--- config.mk ---
export PLATFORM = sky130hd
export DESIGN_NAME = mul_add_shift_seq
export DESIGN_NICKNAME = d
export VERILOG_FILES = /design/src/rtl/mul_pkg.sv /design/src/rtl/mul_add_shift_dp.sv /design/src/rtl/mul_add_shift_seq.sv
export SDC_FILE = /design/constraint.sdc
export NUM_CORES = 1
export LEC_CHECK = 0
export ABC_AREA = 1
export BUFFER_PORTS_ARGS = -buffer_cell sky130_fd_sc_hd__buf_2
export CORE_MARGIN = 4
export CORE_UTILIZATION = 40
export DETAILED_ROUTE_END_ITERATION = 7
export HOLD_SLACK_MARGIN = 0.15
export PLACE_DENSITY = 0.67
export SLEW_MARGIN = 20
export SYNTH_ARGS = -nofsm -noshare
export SYNTH_HDL_FRONTEND = slang
export SYNTH_SLANG_ARGS = --single-unit
--- constraint.sdc ---
create_clock -name clk -period 4.25 [get_ports clk]
set_input_delay 0.6375 -clock clk [delete_from_list [all_inputs] [get_ports clk]]
set_output_delay 0.6375 -clock clk [all_outputs]
set_load 0.1 [all_outputs]
--- src/rtl/mul_pkg.sv ---
// Shared types and constants for the add-shift multiplier.
// Optional build macro MUL_SIGNED_EN (two's complement) is consumed by the datapath.
package mul_pkg;

    typedef enum logic [1:0] {
        IDLE = 2'd0,
        CALC = 2'd1,
        DONE = 2'd2
    } state_t;

    localparam int WIDTH_MIN = 2;
    localparam int WIDTH_MAX = 32;

    // Counter must hold WIDTH itself, hence the extra bit.
    function automatic int cnt_width(input int width);
        return $clog2(width) + 1;
    endfunction

endpackage

--- src/rtl/mul_add_shift_dp.sv ---
// Add-shift datapath: multiplicand, {accumulator, shift register} pair and product register.
// MUL_SIGNED_EN selects two's complement (arithmetic shift, subtract on the multiplier MSB).
module mul_add_shift_dp
    import mul_pkg::*;
#(
    parameter int WIDTH = 4
) (
    input  logic               clk,
    input  logic               rst_n,
    input  logic               load,
    input  logic               step,
    input  logic               last,
    input  logic               capture,
    input  logic [WIDTH-1:0]   a,
    input  logic [WIDTH-1:0]   b,
    output logic [2*WIDTH-1:0] prod
);

    logic [WIDTH-1:0]   mcand_q, mcand_d;
    logic [WIDTH:0]     acc_q, acc_d;
    logic [WIDTH-1:0]   sr_q, sr_d;
    logic [2*WIDTH-1:0] prod_q, prod_d;
    logic [WIDTH:0]     mcand_x;
    logic [WIDTH:0]     addend;
    logic [WIDTH:0]     sum;

`ifndef MUL_SIGNED_EN
    logic last_unused;
    assign last_unused = last;
`endif

    always_comb begin
`ifdef MUL_SIGNED_EN
        mcand_x = {mcand_q[WIDTH-1], mcand_q};
`else
        mcand_x = {1'b0, mcand_q};
`endif
        addend = sr_q[0] ? mcand_x : '0;
`ifdef MUL_SIGNED_EN
        // Multiplier MSB carries negative weight in two's complement.
        sum = last ? (acc_q - addend) : (acc_q + addend);
`else
        sum = acc_q + addend;
`endif
        mcand_d = mcand_q;
        acc_d   = acc_q;
        sr_d    = sr_q;
        prod_d  = prod_q;
        if (load) begin
            mcand_d = a;
            acc_d   = '0;
            sr_d    = b;
        end else if (step) begin
`ifdef MUL_SIGNED_EN
            acc_d = {sum[WIDTH], sum[WIDTH:1]};
`else
            acc_d = {1'b0, sum[WIDTH:1]};
`endif
            sr_d = {sum[0], sr_q[WIDTH-1:1]};
            if (capture) begin
                prod_d = {acc_d[WIDTH-1:0], sr_d};
            end
        end
    end

    always_ff @(posedge clk or negedge rst_n) begin
        if (!rst_n) begin
            mcand_q <= '0;
            acc_q   <= '0;
            sr_q    <= '0;
            prod_q  <= '0;
        end else begin
            mcand_q <= mcand_d;
            acc_q   <= acc_d;
            sr_q    <= sr_d;
            prod_q  <= prod_d;
        end
    end

    assign prod = prod_q;

endmodule

--- src/rtl/mul_add_shift_seq.sv ---
// Sequential add-shift multiplier top: FSM and bit counter driving the datapath strobes.
// Build macro MUL_SIGNED_EN switches the datapath to two's complement operands.
module mul_add_shift_seq
    import mul_pkg::*;
#(
    parameter int WIDTH = 4
) (
    input  logic               clk,
    input  logic               rst_n,
    input  logic               start,
    input  logic [WIDTH-1:0]   a,
    input  logic [WIDTH-1:0]   b,
    output logic               busy,
    output logic               done,
    output logic [2*WIDTH-1:0] prod
);

    localparam int CW = cnt_width(WIDTH);
    localparam logic [CW-1:0] CNT_LAST = CW'(WIDTH - 1);

    if (WIDTH < WIDTH_MIN || WIDTH > WIDTH_MAX) begin : g_bad_width
        $error("mul_add_shift_seq: WIDTH out of range");
    end

    state_t        state_q, state_d;
    logic [CW-1:0] cnt_q, cnt_d;
    logic          cnt_last;
    logic          load, step, last, capture;

    // Handshake: start is a request taken on any edge where busy=0 (IDLE or DONE);
    // done pulses for one cycle when prod has just been loaded with a new result.
    always_ff @(posedge clk or negedge rst_n) begin
        if (!rst_n) begin
            state_q <= IDLE;
            cnt_q   <= '0;
        end else begin
            state_q <= state_d;
            cnt_q   <= cnt_d;
        end
    end

    assign cnt_last = (cnt_q == CNT_LAST);

    always_comb begin
        state_d = state_q;
        cnt_d   = cnt_q;
        case (state_q)
            IDLE: begin
                if (start) begin
                    state_d = CALC;
                    cnt_d   = '0;
                end
            end
            CALC: begin
                cnt_d = cnt_q + 1'b1;
                if (cnt_last) begin
                    state_d = DONE;
                end
            end
            DONE: begin
                if (start) begin
                    state_d = CALC;
                    cnt_d   = '0;
                end else begin
                    state_d = IDLE;
                end
            end
            default: state_d = IDLE;
        endcase
    end

    always_comb begin
        busy    = (state_q == CALC);
        done    = (state_q == DONE);
        load    = start && ((state_q == IDLE) || (state_q == DONE));
        step    = (state_q == CALC);
        last    = step && cnt_last;
        capture = step && cnt_last;
    end

    mul_add_shift_dp #(.WIDTH(WIDTH)) u_dp (
        .clk     (clk),
        .rst_n   (rst_n),
        .load    (load),
        .step    (step),
        .last    (last),
        .capture (capture),
        .a       (a),
        .b       (b),
        .prod    (prod)
    );

endmodule

# Word level (Yosys, flattened, before mapping)
# Cells that the tools add are included.
[word_totals] inputBits=11 register_bits=26 output_inout_bits=10 word_cells=36
[op_classes] reduce_logical=10 add_sub_neg=2 bitwise=1 n_eq_ne=6 mux=11
[op_table] op="4-bit two-way mux" n=3
[op_table] op="5-bit two-way mux" n=2
[op_table] op="2-bit case mux with 3 select lines" n=1
[op_table] op="3-bit case mux with 2 select lines" n=1
[op_table] op="5-bit adder" n=1
[op_table] op="2-bit two-way mux" n=2
[op_table] op="2-bit by 1-bit inequality test with 1-bit output (second input constant)" n=2
[op_table] op="2-bit AND reduction" n=2
[op_table] op="2-bit nonzero test" n=2
[op_table] op="3-bit by 1-bit adder with 3-bit output (second input constant)" n=1
[op_table] op="3-bit by 2-bit == test with 1-bit output (second input constant)" n=1
[op_table] op="3-bit two-way mux" n=1
[op_table] op="3-bit AND reduction" n=1
[op_table] op="2-bit by 1-bit == test with 1-bit output (second input constant)" n=1
[op_table] op="2-bit == test (second input constant)" n=1
[op_table] op="1-bit logical AND" n=2
[op_table] op="2-bit zero test" n=1
[op_table] op="2-bit inequality test (second input constant)" n=1
[op_table] op="2-bit OR reduction" n=1
[op_table] op="1-bit logical OR" n=1
[op_table] op="1-bit two-way mux" n=1
[op_table] op="1-bit NOT" n=1

# Logic depth before layout (Yosys ltp)
# Gate-level depths: netlist (run 1).
[logic_depth] ltp_word=5 depth_mapped=8 mapped_depth_nobuf=8

# Cells and area by module
# A second synthesis (run 1) with hierarchy kept.
[unflattened] cells_unflattened=144 area_unflattened_um2=1280.0
[by_module_without_submodules] mod="mul_add_shift_dp" cells_per_inst=114 n_inst=1 area_per_inst_um2=1028.5 seq_area_each_um2=500.5
[by_module_without_submodules] mod="mul_add_shift_seq" cells_per_inst=30 n_inst=1 area_per_inst_um2=251.5 seq_area_each_um2=125.1

# Least setup slack after synthesis (run 1)
# Ideal clock, no wire load.
[synth_path] path_type="reg2out" start="register state_q[0]" end="output done" path_buffers=0 path_stages_with_launch=2 setup_slack_ns=1.933 required_ns=3.612 arrival_time_ns=1.679 path_cell_list="dfrtp_1 -> nor2_1"
[synth_between] elab_chain_len=1
[synth_rtl] element="start, declared" line_no="mul_add_shift_seq.sv:25" text="state_t state_q, state_d;"
[synth_rtl] element="start signal, assigned" line_no="mul_add_shift_seq.sv:37" text="state_q <= state_d;"
[synth_rtl] element="2-bit == test" line_no="mul_add_shift_seq.sv:74" text="done = (state_q == DONE);"
[synth_rtl] element="end, declared" line_no="mul_add_shift_seq.sv:14" text="output logic done,"
# No other way between the ends.

# Final worst setup path (run 1)
[layout_path] start="register state_q[1]" end="output busy"
[layout_between] elab_chain_len=1
[layout_rtl] element="2-bit by 1-bit == test with 1-bit output" line_no="mul_add_shift_seq.sv:73" text="busy = (state_q == CALC);"
[layout_rtl] element="end, declared" line_no="mul_add_shift_seq.sv:13" text="output logic busy,"
# No other way between the ends.

==> results of run 1 <==
metrics by stage:
stage	area [um2]	util	hold slack, ns	worst slack [ns]	std cells
floorplan	1180	-	0.342	1.93	129
global placement	1310	0.471	0.458	2.53	179
detailed placement	1310	0.471	0.467	2.51	179
CTS	1340	0.480	0.291	2.13	183
global route	1340	0.480	0.307	2.08	183
finish	1340	0.480	0.266	2.13	183
path summary, 6_finish.rpt:
check | to | slack, ns | cells past startpoint | startpoint
worst min register to register | cnt_q[0] | 0.49 | 1 | cnt_q[0]
worst max register to register | u_dp.acc_q[1] | 2.63 | 7 | u_dp.sr_q[0]
min in group clk | u_dp.mcand_q[3] | 0.48 | 3 | a[3]
worst max-delay path | busy | 2.13 | 4 | state_q[1]
worst min-delay path | state_q[1] | 0.27 | 1 | rst_n
max in group asynchronous | u_dp.prod[2] | 3.63 | 1 | rst_n
sequential cells by signal, indices dropped and copies added (netlist names):
signal / flops
cnt_q: 3
state_q: 2
u_dp.acc_q: 4
u_dp.mcand_q: 4
u_dp.prod: 8
u_dp.sr_q: 4
critical path, stage by stage (launching register included):
cell     delay (ns)
dfrtp_1        0.40
inv_1          0.10
nand2_4        0.11
inv_6          0.11
buf_2          0.43
kinds of logic (layout without fill, tap and decap cells):
kind of cell,after synthesis,after routing,share of synthesized area
compound gates,16,16,0.0869
xor+xnor,1,1,0.00742
fa+ha+maj,7,7,0.0805
buf+inv,18,41,0.0678
flops,25,25,0.530
simple gates,62,62,0.228
synthesized netlist by cell type, drive strengths merged:
library cell / count / area, um2
nand3: 5 / 25.0
o22ai: 3 / 18.8
buf: 1 / 11.3
o211ai: 3 / 22.5
fa: 1 / 20.0
nor2: 4 / 15.0
inv: 17 / 68.8
ha: 6 / 75.1
a21oi: 3 / 15.0
o21ai: 7 / 46.3
dfrtp: 25 / 626
xor2: 1 / 8.76
nand2: 53 / 229
area by class of cell:
class,count,share of cell area
sequential,25,0.469
multi-input combinational,86,0.356
inverter,17,0.0515
tap,31,0.0291
timing repair buffer,20,0.0750
clock buffer,4,0.0197
routing by layer:
metal  vias up  track usage
li1        450            -
met1       387        0.161
met2        17        0.210
met3         5       0.0270
met4         0       0.0716
met5         -            0
==> metrics.cfg, run 1 <==
[setup_path]
worstPathRequired_ns = 3.61
crit_fanout = 8
critPathKind = flop to output pin
end_kind = output pin
startpoint_type = flop
worstPathArrival_ns = 1.48

[logic_synthesis]
synthesis.area_um2 = 1180
synthCells = 129
ys_warn_count = 0
synth_area_per_cell_um2 = 9.16
ys_seq_area_frac = 0.530
synthesis.nets = 147
synth-seq-cells = 25
synth_cell_types = 18

[worst_hold_path]
hold_class = input port to async pin

[timing]
min_period_ns = 2.12
slew_violations = 0
rsz0062_at_grt = false
finalCritPeriodShare = 0.498
tns_ns = 0
fmax_mhz = 472
worst_pin_slew_ns = 0.538
skew_ns = 0.00758
hold_violations = 0
relSlewSlack = 0.641
setup-violations-final = 0

[clocking]
cts_max_path_buffers = 2
cts_hold_buf = 0
worstSkewPairLatency_ns = 0.33
postCtsResizedCells = 0
clkTransAtPathRegs_ns = 0.14
numCtsBuffers = 3
htreeDepth = 1
postCtsSetupBuffers = 0
root_buffer = clkbuf_4
cts_tree = done
clock-sinks = 25

[detailed_routing]
ant_nets = 0
avgRoutedWirePerCell_um = 12.4
topRoutingLayerUsed = met4
via_count = 859
avgViaCountPerCell = 4.69
dr_wl_met2_um = 1080
dr.pass1.iters = 4
wl_met1_um = 1050
drc_errors = 0
first_iter_violations = 29
finalWirelength_um = 2270
routed-wl-met3_um = 92

[cells_and_area]
area_delta_synth_final_pct = 13.0
antenna_cells = 0
final_common_cell = nand2_1
fin_nets = 171
mostFrequentLayoutCells = nand2_1, dfrtp_1, buf_2
multi_input_area_um2 = 475
sequential_cell_area_um2 = 626
drive_gt1_frac = 0.217
fill_cells = 272

[global_routing]
antenna_found_initial = 0
grt_pass1_vias = 935
grt_overflow = 0
track_usage = 0.130
grt_pass1_wl_um = 4060
grt_max_degree = 26

[die]
start_util = 0.425
pin_count = 21
core_um2 = 2780
die_h_um = 62.3
fp-row-count = 19
die-area_um2 = 3890
die_x_um = 62.3

[placed_design]
dp_hpwl_um = 1720
gp_congestion = 0.817
port_buffers = 20

[outcome]
status = finished, final reports clean

[job]
maxCapViolCount = 0

Power of run 1 is left out: the tool's default activity adds up to more than one toggle a clock period on the data nets, which glitch-free logic cannot reach.
==> run 2: changes to the inputs <==
--- a/config.mk
+++ b/config.mk
@@ -11,7 +11,7 @@
 export CORE_UTILIZATION = 40
 export DETAILED_ROUTE_END_ITERATION = 7
 export HOLD_SLACK_MARGIN = 0.15
-export PLACE_DENSITY = 0.67
+export PLACE_DENSITY = 0.7
 export SLEW_MARGIN = 20
 export SYNTH_ARGS = -nofsm -noshare
 export SYNTH_HDL_FRONTEND = slang
==> constraint.sdc (replaced) <==
create_clock -name clk -period 1.83 [get_ports clk]
set_input_delay 0.2745 -clock clk [delete_from_list [all_inputs] [get_ports clk]]
set_output_delay 0.2745 -clock clk [all_outputs]
set_load 0.1 [all_outputs]
==> run 2 against run 1 <==
Utilization rose by 2.1 points. Hold slack got worse by 0.091 ns. Non-clock buffer count rose by 5. Global-route usage rose by 0.31 points. Final area rose by 4.4%.
==> metrics.cfg, run 2 (synthesized netlist as in run 1, its figures left out) <==
[global_routing]
grt_pass1_vias = 940  ; was 935
grt_max_degree = 26  ; unchanged
antenna_found_initial = 0  ; unchanged
grt_overflow = 0  ; unchanged
track_usage = 0.133  ; was 0.130
grt_pass1_wl_um = 4200  ; was 4060 um

[cells_and_area]
area_delta_synth_final_pct = 18.0  ; was 13.0%
final_common_cell = nand2_1  ; unchanged
fin_nets = 176  ; was 171
drive_gt1_frac = 0.223  ; was 0.217
fill_cells = 282  ; was 272
antenna_cells = 0  ; unchanged
largest_reg_flops = 8  ; unchanged
mostFrequentLayoutCells = nand2_1, dfrtp_1, buf_2  ; unchanged

[timing]
setup-violations-final = 0  ; unchanged
relSlewSlack = 0.627  ; was 0.641
finalCritPeriodShare = 0.915
slew_violations = 0  ; unchanged
tns_ns = 0  ; unchanged
min_period_ns = 1.67
worst_pin_slew_ns = 0.560  ; was 0.538 ns
skew_ns = 0.0148  ; was 0.00758 ns
rsz0062_at_grt = false  ; unchanged
fmax_mhz = 597
hold_violations = 0  ; unchanged

[setup_path]
critPathKind = flop to output pin  ; unchanged
end_kind = output pin  ; unchanged
startpoint_type = flop  ; unchanged
worstPathArrival_ns = 1.40  ; was 1.48 ns
cp_cell_sequence = inv_1, nand2_4, inv_6, clkbuf_4  ; was inv_1, nand2_4, inv_6, buf_2
slowest_delay_ns = 0.39  ; was 0.43 ns
worstPathRequired_ns = 1.56  ; was 3.61 ns
crit_fanout = 8  ; unchanged
critPathSlowestCell = dfrtp_1  ; was buf_2

[clocking]
root_buffer = clkbuf_4  ; unchanged
htreeDepth = 1  ; unchanged
cts_max_path_buffers = 2  ; unchanged
cts_tree = done  ; unchanged
clkTransAtPathRegs_ns = 0.14  ; about the same
numCtsBuffers = 3  ; unchanged
worstSkewPairLatency_ns = 0.33  ; about the same
postCtsSetupBuffers = 0  ; unchanged
clock-sinks = 25  ; unchanged

[die]
core_um2 = 2780  ; unchanged
pin_count = 21  ; unchanged
die_x_um = 62.3  ; unchanged
fp-row-count = 19  ; unchanged
start_util = 0.425  ; unchanged
die_h_um = 62.3  ; unchanged
die-area_um2 = 3890  ; unchanged

[placed_design]
dp_hpwl_um = 1740  ; was 1720 um
gp_congestion = 0.824  ; was 0.817
port_buffers = 20  ; unchanged

[detailed_routing]
dr.pass1.iters = 4  ; unchanged
avgRoutedWirePerCell_um = 12.0  ; was 12.4 um
drc_errors = 0  ; unchanged
via_count = 896  ; was 859
ant_nets = 0  ; unchanged
avgViaCountPerCell = 4.77  ; was 4.69
finalWirelength_um = 2250  ; was 2270 um
first_iter_violations = 31  ; was 29

[job]
maxCapViolCount = 0  ; unchanged

[worst_hold_path]
hold_class = input port to flop  ; was input port to async pin

[outcome]
status = finished, final reports clean  ; unchanged

==> run 2: changes by cell type in the layout (fill, tap and decap cells not counted), sizes merged <==
cell,previous run,this run
dlygate4sd3,0,5
buf,20,19
clkinvlp,0,1
==> run 2: through the flow <==
step / util / instances / setup slack, ns / hold WS, ns / cell area, um2
after detailed placement: 0.471 / 179 / 0.301 / 0.293 / 1310
after global routing: 0.501 / 188 / 0.0620 / 0.157 / 1390
after CTS: 0.500 / 188 / 0.0361 / 0.166 / 1390
after floorplan: - / 129 / 0.331 / -0.0211 / 1180
after global placement: 0.471 / 179 / 0.338 / 0.288 / 1310
final: 0.501 / 188 / 0.156 / 0.175 / 1390
==> run 2: worst paths after layout <==
kind,startpoint,endpoint,slack (ns),cells after the start
worst max-delay path,state_q[1],busy,0.16,4
worst min-delay path,b[3],u_dp.sr_q[3],0.17,3
worst max register to register,u_dp.sr_q[0],u_dp.prod[7],0.30,8
worst min register to register,cnt_q[0],cnt_q[0],0.49,1
max in group asynchronous,rst_n,u_dp.mcand_q[1],1.00,2
min in group asynchronous,rst_n,state_q[1],0.45,2
==> run 2: final cells by class <==
class                      instances  area (um2)  area share
timing repair buffer              25         153       0.110
sequential                        25         626       0.449
clock buffer                       3        22.5      0.0162
tap                               31        38.8      0.0278
clock inverter                     1        7.51     0.00539
multi-input combinational         86         478       0.343
inverter                          17        68.8      0.0494
==> run 2: timing repair <==
action / CTS / global route
setup endpoints to repair: 0 / 1
endpoints found under the hold margin: 29 / 0
resized for setup: 0 / 1
hold buffers: 5 / 0
==> run 2: layer usage <==
metal,share of wire,track usage,up-vias
met4,0.013,0.0477,0
met1,0.48,0.171,407
met5,0,0,-
met3,0.058,0.0468,5
li1,-,-,463
met2,0.45,0.207,21
==> run 2: critical path: cells and delay by family, from the launching register on <==
kind          cells  cell delay, ns
simple gates      1            0.12
flops             1            0.39
buf+inv           3            0.56
Power of run 2 is left out for the same reason.
